## src/rtl/mem_port_arbiter.sv

```systemverilog
// mem_port_arbiter: shares one single-port memory between the CPU and a loader port,
// with three-phase IDLE/ADDR/DATA transactions, round-robin fairness and a bounded loader burst lock.
module mem_port_arbiter #(
   parameter int ADDR_W    = 32,
   parameter int DATA_W    = 32,
   parameter int MAX_BURST = 8
) (
   input  logic              Clk,
   input  logic              reset,
   input  logic              cpu_req,
   input  logic              cpu_wr,
   input  logic [ADDR_W-1:0] cpu_addr,
   input  logic [DATA_W-1:0] cpu_wdata,
   output logic              cpu_ack,
   output logic [DATA_W-1:0] cpu_rdata,
   output logic              cpu_wait,
   input  logic              ld_req,
   input  logic              ld_wr,
   input  logic [ADDR_W-1:0] ld_addr,
   input  logic [DATA_W-1:0] ld_wdata,
   input  logic              ld_lock,
   output logic              ld_ack,
   output logic [DATA_W-1:0] ld_rdata,
   output logic [ADDR_W-1:0] mem_addr,
   output logic              mem_wr,
   output logic [DATA_W-1:0] mem_wdata,
   input  logic [DATA_W-1:0] mem_rdata,
   output logic              owner
);
   typedef enum logic [1:0] {IDLE, ADDR, DATA} state_t;
   state_t state, state_nx;
   logic [7:0] burst_cnt;
   logic req_wr;
   logic [ADDR_W-1:0] req_addr;
   logic [DATA_W-1:0] req_wdata, cpu_rdata_q, ld_rdata_q;
   logic burst_ok, ld_win, in_data;
   always_comb begin
      burst_ok = burst_cnt < 8'(MAX_BURST);
      // loader wins when alone, on its round-robin turn, or while its lock has burst budget left
      ld_win   = ld_req & (~cpu_req | ~owner | (ld_lock & burst_ok));
      in_data  = state == DATA;
      state_nx = state == IDLE ? ((cpu_req | ld_req) ? ADDR : IDLE) :
                 state == ADDR ? DATA : IDLE;
      mem_addr  = req_addr;
      mem_wdata = req_wdata;
      mem_wr    = (state == ADDR) & req_wr;
      cpu_ack   = in_data & ~owner;
      ld_ack    = in_data & owner;
      cpu_rdata = (cpu_ack & ~req_wr) ? mem_rdata : cpu_rdata_q;
      ld_rdata  = (ld_ack & ~req_wr) ? mem_rdata : ld_rdata_q;
      cpu_wait  = cpu_req & ~cpu_ack;
   end
   always_ff @(posedge Clk or posedge reset) begin
      if (reset) begin
         state       <= IDLE;
         owner       <= 1'b1;
         burst_cnt   <= '0;
         req_wr      <= 1'b0;
         req_addr    <= '0;
         req_wdata   <= '0;
         cpu_rdata_q <= '0;
         ld_rdata_q  <= '0;
      end else begin
         state <= state_nx;
         if (state == IDLE) begin
            if (cpu_req | ld_req) begin
               owner     <= ld_win;
               req_wr    <= ld_win ? ld_wr : cpu_wr;
               req_addr  <= ld_win ? ld_addr : cpu_addr;
               req_wdata <= ld_win ? ld_wdata : cpu_wdata;
            end
            burst_cnt <= (cpu_req & ld_win) ? (burst_ok ? burst_cnt + 8'd1 : burst_cnt) : '0;
         end
         if (in_data & ~req_wr & ~owner) cpu_rdata_q <= mem_rdata;
         if (in_data & ~req_wr & owner) ld_rdata_q <= mem_rdata;
      end
   end
endmodule

```

## config.mk

```make
export PLATFORM = sky130hd
export DESIGN_NAME = mem_port_arbiter
export DESIGN_NICKNAME = d
export VERILOG_FILES = /design/src/rtl/mem_port_arbiter.sv
export SDC_FILE = /design/constraint.sdc
export NUM_CORES = 1
export LEC_CHECK = 0
export BUFFER_PORTS_ARGS = -buffer_cell sky130_fd_sc_hd__buf_2
export CAP_MARGIN = 20
export CORE_MARGIN = 2
export CORE_UTILIZATION = 30
export CTS_BUF_LIST = sky130_fd_sc_hd__clkbuf_4 sky130_fd_sc_hd__clkbuf_8 sky130_fd_sc_hd__clkbuf_16
export DETAILED_ROUTE_END_ITERATION = 16
export PLACE_DENSITY = 0.59
export SKIP_CTS_REPAIR_TIMING = 1
export SLEW_MARGIN = 10
export SYNTH_ARGS = -nofsm -noshare
export SYNTH_HDL_FRONTEND = slang
export SYNTH_SLANG_ARGS = --single-unit
```

## constraint.sdc

```tcl
create_clock -name Clk -period 5.1 [get_ports Clk]
set_clock_uncertainty 0.15 [all_clocks]
set_input_delay 1.53 -clock Clk [delete_from_list [all_inputs] [get_ports Clk]]
set_output_delay 1.53 -clock Clk [all_outputs]
set_load 0.02 [all_outputs]
```

* Yosys cells after proc, flatten, opt, wreduce, memory -nomap -nowiden
Cells that the tools add are included.
** Cells by class
- Divide/modulo/power cells :: 0
- Magnitude comparators :: 1
- Multiplexer cells :: 10
- Eq/ne operators :: 3
- Bitwise operators :: 19
- Multipliers :: 0
- Reductions and logical operators :: 3
- Shift operators :: 0
- Add/subtract/negate cells :: 1
** Operator list (count)
- $mux W32 :: 4
- $mux W8 :: 2
- $and A1 B1 Y1 :: 12
- $add A8 B1 Y8 const B :: 1
- $lt A8 B4 Y1 const B :: 1
- $mux W2 :: 2
- $not A1 Y1 :: 4
- $reduce_and A2 Y1 :: 2
- $or A1 B1 Y1 :: 3
- $eq A2 B1 Y1 const B :: 1
- $eq A2 B2 Y1 const B :: 1
- $logic_not A2 Y1 :: 1
- $mux W1 :: 2
- $ne A2 B2 Y1 const B :: 1
** Storage, ports and cells
- Input bits :: 167
- Bits in latches :: 0
- Bits in read-only memories :: 0
- RAM bits :: 0
- Register bits :: 140
- Memories kept :: 0

* Depth between registers and ports, before layout
Gate-level depths: netlist of the first run.
- Word-level depth :: 7
- Mapped depth :: 7
- Mapped depth without buffers :: 4

* Least setup slack after synthesis of the first run
Ideal clock, no wire load.
- Path type :: register to output
- Start point :: reg owner
- End point :: out ld_rdata[0]
- Path buffers :: 3
- Stages on the path, launching flop included :: 7
- Path slack :: 1.576 ns
- Required time :: 3.420 ns
- Arrival time :: 1.844 ns
- Cells stage by stage :: dfstp_2 buf_6 and3b_1 nor2b_4 buf_12 buf_12 mux2_4
** On the way
- Word-level cells in the longest chain between the ends :: 3
** RTL lines
- from (decl) :: line 28 : output logic owner
- from (signal assigned) :: line 67 : owner <= ld_win;
- $and A1 B1 Y1 :: line 48 : ld_ack = in_data & owner;
- named net ld_ack :: line 22 : output logic ld_ack,
- $and A1 B1 Y1 :: line 50 : ld_rdata = (ld_ack & ~req_wr) ? mem_rdata : ld_rdata_q;
- $mux W32 :: line 50
- to (decl) :: line 23 : output logic [DATA_W-1:0] ld_rdata,
The timed path passes the listed nets, and every way through them passes these cells.

* Worst setup path after layout of the first run
- Start point :: reg owner
- End point :: out ld_rdata[29]
** On the way
- Word-level cells in the longest chain between the ends :: 3
** RTL lines (line)
- $and A1 B1 Y1 :: 48
- $and A1 B1 Y1 :: 50
- $mux W32 :: 50
Every way passes these cells.

==> results of run 1 <==
[cells in the mapped netlist (2+ instances only)]
cell type  number  share of area [%]
buf_4           8               0.83
buf_12         13                3.6
and2b_1         2               0.21
mux2_4        120                 25
clkbuf_1        4               0.21
o21ai_0         4               0.28
and2_1          6               0.52
nand2_1       134                6.9
a31oi_1        65                5.6
buf_6           2               0.31
mux2_2          8                1.2
dfrtp_1       139                 48
nand3_1         4               0.28
buf_2          17                1.2
nor2_1         66                3.4
a21oi_1         2               0.14
inv_1           5               0.26
[registers in the layout, summed over array words and instances (netlist names)]
signal	flops
burst_cnt	8
ld_rdata_q	32
mem_addr	32
cpu_rdata_q	32
owner	1
mem_wdata	32
req_wr	1
state	2
[power groups by stage]
stage | combinational, µW | clock [µW] | sequential [µW]
after floorplan | 2040 | 0 | 2230
after global routing | 3330 | 1470 | 2010
after global placement | 3130 | 0 | 1960
after CTS | 3150 | 1410 | 1950
after detailed placement | 3150 | 0 | 1970
final | 3110 | 1370 | 1950
[worst paths after layout]
| path | start | end | depth (start not counted) |
|---|---|---|---|
| max | owner | ld_rdata[29] | 5 |
| min | burst_cnt[5] | burst_cnt[5] | 1 |
| max reg2reg | owner | ld_rdata_q[13] | 5 |
| min reg2reg | burst_cnt[5] | burst_cnt[5] | 1 |
| max in group asynchronous | reset | mem_addr[15] | 3 |
| min in group asynchronous | reset | cpu_rdata_q[5] | 3 |
[per-stage QoR]
stage                     util (%)  hold WS (ns)  power [µW]  instances  cell area [µm²]
final                         40.4         0.343        6430       1234             9540
after global routing          40.4         0.373        6820       1234             9540
after CTS                     40.4         0.346        6520       1234             9540
after detailed placement      37.7         0.325        5110       1202             8890
after floorplan                  -         0.301        4280        617             7280
after global placement        37.7         0.324        5090       1202             8890
[layout make-up]
type | count | area share, %
clock buffer | 18 | 4.60
clock inverter | 14 | 2.16
inverter | 5 | 0.236
multi-input combinational | 428 | 35.0
sequential | 140 | 36.7
tap | 319 | 4.18
timing repair buffer | 310 | 17.1
[layer usage]
layer  wire, µm  part of all wire [%]
met3       1640                   8.9
met2       8350                    46
met1       8140                    44
met5         11                 0.060
met4        161                  0.88
[kinds of logic after synthesis]
group	share of synthesized area, %
flops	48.2
buf+inv	6.35
mux	26.1
simple gates	12.2
fa+ha+maj	0.172
compound gates	6.93
[placed cells by master (no fill, tap or decap), types with 2 or more instances in the layout]
cell type / instances
bufinv_16: 4
a31oi_1: 65
dfrtp_1: 139
a21oi_1: 2
nand2_1: 134
and2_1: 6
inv_1: 4
nor2_1: 66
clkbuf_16: 17
nand3_1: 4
clkinv_4: 4
buf_12: 4
buf_2: 299
mux2_4: 120
inv_6: 4
o21ai_0: 4
buf_4: 7
mux2_2: 8
==> results.json, run 1 <==
{
  "use_met2_pct": 23.2,
  "ys_ff_latch": 140,
  "hp-class": "flop to flop",
  "critical_path_buf_inv_count": 2,
  "final_nets": 1070,
  "synthToLayoutAreaGrowth_pct": 31.1,
  "route.vias.total": 5484,
  "cp_top_family": "simple AND/OR/NAND/NOR gates",
  "worst_slack_ns": 0.815,
  "drive_gt1_share_pct": 52.5,
  "setup_tns_ns": 0,
  "num_antenna_cells": 0,
  "antenna_found_initial": 1,
  "dieArea_um2": 25500,
  "slew_viol_final": 0,
  "num_rows": 56,
  "boundaryPins": 300,
  "insertion_delay_ns": 0.42,
  "critPathLaunchType": "flop",
  "fp.coreArea_um2": 23600,
  "yosysWarnings": 0,
  "ant_nets": 0,
  "cts-root-buf": "clkbuf_16",
  "worstSetupPathType": "flop to primary output",
  "place_congestion": 0.736,
  "die_h_um": 160,
  "yosys_most_used_dff": "dfrtp_1",
  "grtUsageMet3_pct": 5.64,
  "gr-total-overflow": 0,
  "clock-sinks": 140,
  "switching_share_pct": 38.8,
  "syn_inst": 617,
  "initial_core_util_pct": 30.8,
  "crit_path_max_fanout": 32,
  "endpoint_kind": "primary output",
  "cts_buffer_depth": 2,
  "drc": 0,
  "finalSetupViolations": 0,
  "slowest_stage": "dfstp_2",
  "synth_edf_count": 0,
  "p_comb_share_pct": 48.3,
  "via_per_inst": 4.44,
  "yosysUniqueCellTypes": 35,
  "port_buffers": 299,
  "ys_seq_area_share_pct": 48.2,
  "die_w_um": 160,
  "grt.total_usage_pct": 14.5,
  "intPower_uw": 3940,
  "seq_area_um2": 3500,
  "post-dp-hpwl_um": 12900,
  "cts-buffers-inserted": 17,
  "status": "finished clean",
  "crit_arrival_ns": 2.60,
  "routedWlPerCell_um": 14.8,
  "rsz0062_at_grt": "no",
  "async_flop_share_pct": 100,
  "clockPowerShare_pct": 21.3,
  "syn_nets": 785,
  "drt-initial-drc-count": 296,
  "vdd_drop_max_uv": 298,
  "p_sw_uw": 2490,
  "grt_pass1_vias": 5435,
  "critPathMaxStageDelay_ns": 0.63,
  "htree_levels": 4,
  "reg2reg_slack_ns": 2.47,
  "cts_tree": "built",
  "grt_max_degree": 141,
  "power_density_nw_per_um2": 674,
  "post-route-period-util_pct": 84.0,
  "cp.required_ns": 3.42,
  "grt_pass1_wl_um": 29400,
  "seq_power_share_pct": 30.4,
  "cp_cell_sequence": "and3b_1, nor2b_4, buf_12, mux2_4, buf_2",
  "drt-total-wl_um": 18300,
  "multiInputGateArea_um2": 3340,
  "tightestPinTransition_ns": 0.759,
  "drv_cap": 0,
  "finalCriticalPeriod_ns": 4.28,
  "dp_slack_ns": 1.27,
  "avgSynthCellArea_um2": 11.8,
  "hold_viol": 0,
  "p_leak_uw": 0.00466,
  "firstDrtPassIters": 5,
  "max_slew_margin_pct": 49.4,
  "netlist_area_um2": 7270,
  "fmax_mhz": 233,
  "fill_cells": 2336,
  "clk_pin_slew_ns": 0.07,
  "grt_most_used_layer": "met2",
  "use_met1_pct": 18.3
}
No activity file was read; power rests on OpenSTA's default activity.
==> run 2: changes to the inputs <==
Settings changed: PLACE_DENSITY 0.59 to 0.57.
Clock period 5.1 ns to 4.14 ns, I/O delays scaled along.
==> results.json, run 2 (synthesis results as in run 1) <==
{
  "status": "finished clean",
  "gr-total-overflow": 0,
  "die_w_um": 160,
  "dp_slack_ns": 0.594,
  "seq_area_um2": 3500,
  "drc": 0,
  "num_rows": 56,
  "drive_gt1_share_pct": 53.1,
  "dieArea_um2": 25500,
  "slew_viol_final": 0,
  "num_antenna_cells": 0,
  "drt-total-wl_um": 19200,
  "hold_slack_ns": 0.342,
  "crit_arrival_ns": 2.56,
  "final_nets": 1083,
  "drt-initial-drc-count": 212,
  "antenna_found_initial": 1,
  "cp.required_ns": 2.75,
  "place_congestion": 0.766,
  "ant_nets": 0,
  "finalSetupViolations": 0,
  "critPathMaxStageDelay_ns": 0.63,
  "via_per_inst": 4.41,
  "endpoint_kind": "primary output",
  "grt_pass1_vias": 5447,
  "fill_cells": 2355,
  "final_common_cell": "buf_2",
  "worst_slack_ns": 0.190,
  "routedWlPerCell_um": 15.4,
  "clk_pin_slew_ns": 0.07,
  "grt_max_degree": 141,
  "route.vias.total": 5499,
  "crit_path_max_fanout": 15,
  "power.total_uw": 7930,
  "cts_tree": "built",
  "grt_pass1_wl_um": 30500,
  "hp-class": "flop to flop",
  "boundaryPins": 300,
  "setup_tns_ns": 0,
  "worstSetupPathType": "flop to primary output",
  "post-dp-hpwl_um": 13800,
  "hold_viol": 0,
  "die_h_um": 160,
  "cp_cell_sequence": "and3b_1, nor2b_4, buf_4, mux2_4, buf_2",
  "rsz0062_at_grt": "no",
  "htree_levels": 4,
  "insertion_delay_ns": 0.43,
  "power_density_nw_per_um2": 822,
  "tightestPinTransition_ns": 0.852,
  "clock-sinks": 140,
  "firstDrtPassIters": 4,
  "grt.total_usage_pct": 15.1,
  "critPathLaunchType": "flop",
  "cts-root-buf": "clkbuf_16",
  "post-route-period-util_pct": 95.4,
  "max_slew_margin_pct": 43.2,
  "fp.coreArea_um2": 23600,
  "cts_buffer_depth": 2,
  "initial_core_util_pct": 30.8,
  "fmax_mhz": 253,
  "drv_cap": 0,
  "port_buffers": 299,
  "finalCriticalPeriod_ns": 3.95,
  "p_leak_uw": 0.00473,
  "slowest_stage": "dfstp_2",
  "layout_common_cells": "buf_2, dfrtp_1, nand2_1, mux2_4, nor2_1",
  "multiInputGateArea_um2": 3340,
  "synthToLayoutAreaGrowth_pct": 32.6,
  "vdd_drop_max_uv": 305,
  "utilization_pct": 40.9,
  "cts-buffers-inserted": 17
}
run 2: cell count changes in the layout (fill, tap and decap cells not counted):
cell	before	now
inv_6	4	6
clkinv_8	0	1
inv_8	1	5
buf_4	7	17
clkbuf_8	1	0
clkinv_2	1	0
clkinv_4	4	1
bufinv_16	4	2
buf_12	4	7
run 2: layout make-up:
class / count / area share (%)
repair buffers: 323 / 18.3
flip-flops and latches: 140 / 36.3
multi-input cells: 428 / 34.6
clock buffers: 17 / 4.41
well taps: 319 / 4.14
clock inverters: 15 / 2.01
inverters: 5 / 0.233
run 2: worst max-delay path, delay by kind of cell, from the launching register on:
family | cells | cell delay (ns)
flops | 1 | 0.63
simple gates | 2 | 0.74
buf+inv | 2 | 0.45
mux | 1 | 0.30
run 2: power breakdown:
part           leakage [µW]  internal, µW  switching (µW)
registers           0.00165          2030             377
clock network      0.000306           927             698
logic               0.00277          1810            2080
total               0.00473          4770            3150
run 2: path summary, 6_finish.rpt:
| kind | startpoint | endpoint | slack [ns] | cells after the start |
|---|---|---|---|---|
| hold reg to reg | burst_cnt[3] | burst_cnt[3] | 0.34 | 2 |
| max in group asynchronous | reset | cpu_rdata_q[22] | 2.29 | 3 |
| min in group asynchronous | reset | ld_rdata_q[29] | 0.87 | 3 |
| setup reg to reg | owner | ld_rdata_q[13] | 1.71 | 5 |
| setup / recovery | owner | ld_rdata[7] | 0.19 | 5 |
| hold / removal | burst_cnt[3] | burst_cnt[3] | 0.34 | 2 |
run 2: metrics by stage:
step,cells,cell area (µm²)
global placement,1215,9030
floorplan,617,7280
CTS,1247,9650
global route,1247,9650
finish,1247,9650
detailed placement,1215,9030
run 2: metal layers:
layer | vias up | part of all wire, % | track usage, %
met2 | 218 | 46 | 24.4
met3 | 13 | 8.5 | 5.27
met5 | - | 0.068 | 0
met4 | 2 | 1.1 | 4.38
met1 | 2547 | 44 | 19.2
li1 | 2719 | - | -
==> run 3: changes to the inputs <==
Settings changed: SETUP_SLACK_MARGIN set to 0.02.
Clock period 4.14 ns to 3.9 ns, I/O delays scaled along.
==> results.json, run 3 (synthesis results as in run 1) <==
{
  "htree_levels": 4,
  "grt_pass1_vias": 5323,
  "finalCriticalPeriod_ns": 3.60,
  "num_antenna_cells": 0,
  "routedWlPerCell_um": 15.3,
  "ant_nets": 0,
  "synthToLayoutAreaGrowth_pct": 32.7,
  "power.total_uw": 8320,
  "grt_pass1_wl_um": 30000,
  "crit_arrival_ns": 2.28,
  "finalSetupViolations": 0,
  "placed_area_um2": 9040,
  "drc": 0,
  "post-route-period-util_pct": 92.4,
  "fill_cells": 2335,
  "layout_common_cells": "buf_2, dfrtp_1, nand2_1, mux2_4, nor2_1",
  "num_rows": 56,
  "route.vias.total": 5570,
  "final_cell_area_um2": 9650,
  "power_density_nw_per_um2": 862,
  "worstReg2RegStart": "owner",
  "setup_tns_ns": 0,
  "worstSetupPathType": "flop to primary output",
  "via_per_inst": 4.45,
  "cts_buffer_depth": 2,
  "insertion_delay_ns": 0.41,
  "min_from": "burst_cnt[3]",
  "hp-class": "flop to flop",
  "cp.required_ns": 2.58,
  "fmax_mhz": 277,
  "status": "finished clean",
  "cts_tree": "built",
  "die_h_um": 160,
  "antenna_found_initial": 1,
  "utilization_pct": 40.9,
  "dieArea_um2": 25500,
  "post-dp-hpwl_um": 14100,
  "holdPathStages": 2,
  "vdd_drop_max_uv": 388,
  "max_slew_margin_pct": 51.7,
  "die_w_um": 160,
  "place_congestion": 0.761,
  "tightestPinTransition_ns": 0.722,
  "firstDrtPassIters": 5,
  "drv_cap": 0,
  "initial_core_util_pct": 30.8,
  "endpoint_kind": "primary output",
  "drt-total-wl_um": 19100,
  "drive_gt1_share_pct": 53.3,
  "final_common_cell": "buf_2",
  "clk_pin_slew_ns": 0.06,
  "hold_viol": 0,
  "setup.worst_path.start": "state[0]",
  "cts-buffers-inserted": 17,
  "drt-initial-drc-count": 222,
  "port_buffers": 299,
  "p_leak_uw": 0.00474,
  "fp.coreArea_um2": 23600,
  "final_nets": 1087,
  "clock-sinks": 140,
  "reg2regPathDepth": 5,
  "gr-total-overflow": 0,
  "grt.total_usage_pct": 14.8,
  "rsz0062_at_grt": "no",
  "crit_path_max_fanout": 33,
  "grt_max_degree": 78,
  "boundaryPins": 300,
  "critPathLaunchType": "flop",
  "cts-root-buf": "clkbuf_16",
  "slew_viol_final": 0
}
==> run 3: cell count changes in the layout (fill, tap and decap cells not counted) <==
cell | before | now
inv_8 | 5 | 0
bufinv_16 | 2 | 1
clkbuf_8 | 0 | 3
clkinv_4 | 1 | 4
clkinv_8 | 1 | 0
clkinvlp_4 | 1 | 2
buf_4 | 17 | 21
==> run 3: worst paths after layout <==
path | to | slack (ns)
worst max-delay path | cpu_rdata[22] | 0.30
worst min-delay path | burst_cnt[3] | 0.34
worst max register to register | mem_addr[18] | 1.74
worst min register to register | burst_cnt[3] | 0.34
max in group asynchronous | mem_wdata[29] | 2.18
min in group asynchronous | cpu_rdata_q[31] | 0.69
==> run 3: layer usage <==
layer  wire [µm]  track usage, %
met5          13               0
met3        1580            5.43
met4         210            3.93
met1        8580            19.0
met2        8720            23.7
==> run 3: metrics by stage <==
stage               setup slack (ns)  cells  hold slack, ns
global placement               0.522   1216           0.321
detailed placement             0.495   1216           0.327
finish                         0.296   1251           0.342
floorplan                      0.736    617           0.301
CTS                           0.0394   1248           0.343
global route                   0.195   1251           0.367
==> run 3: power by group <==
| group | internal, µW | switching (µW) |
|---|---|---|
| logic | 1930 | 2200 |
| registers | 2160 | 405 |
| clock network | 947 | 670 |
==> run 3: worst max-delay path: stages, from the launching register on <==
cell and delay (ns):
dfrtp_1 0.43, nor3b_2 0.24, and2b_4 0.37, buf_12 0.29, mux2_4 0.34, buf_2 0.16
==> run 3: area by class of cell <==
| cell class | count | area [µm²] | area share (%) |
|---|---|---|---|
| Clock buffer | 20 | 467 | 4.84 |
| Clock inverter | 12 | 125 | 1.30 |
| Inverter | 5 | 22.5 | 0.233 |
| Multi-Input combinational cell | 428 | 3340 | 34.6 |
| Sequential cell | 140 | 3500 | 36.3 |
| Tap cell | 319 | 399 | 4.14 |
| Timing Repair Buffer | 327 | 1790 | 18.6 |
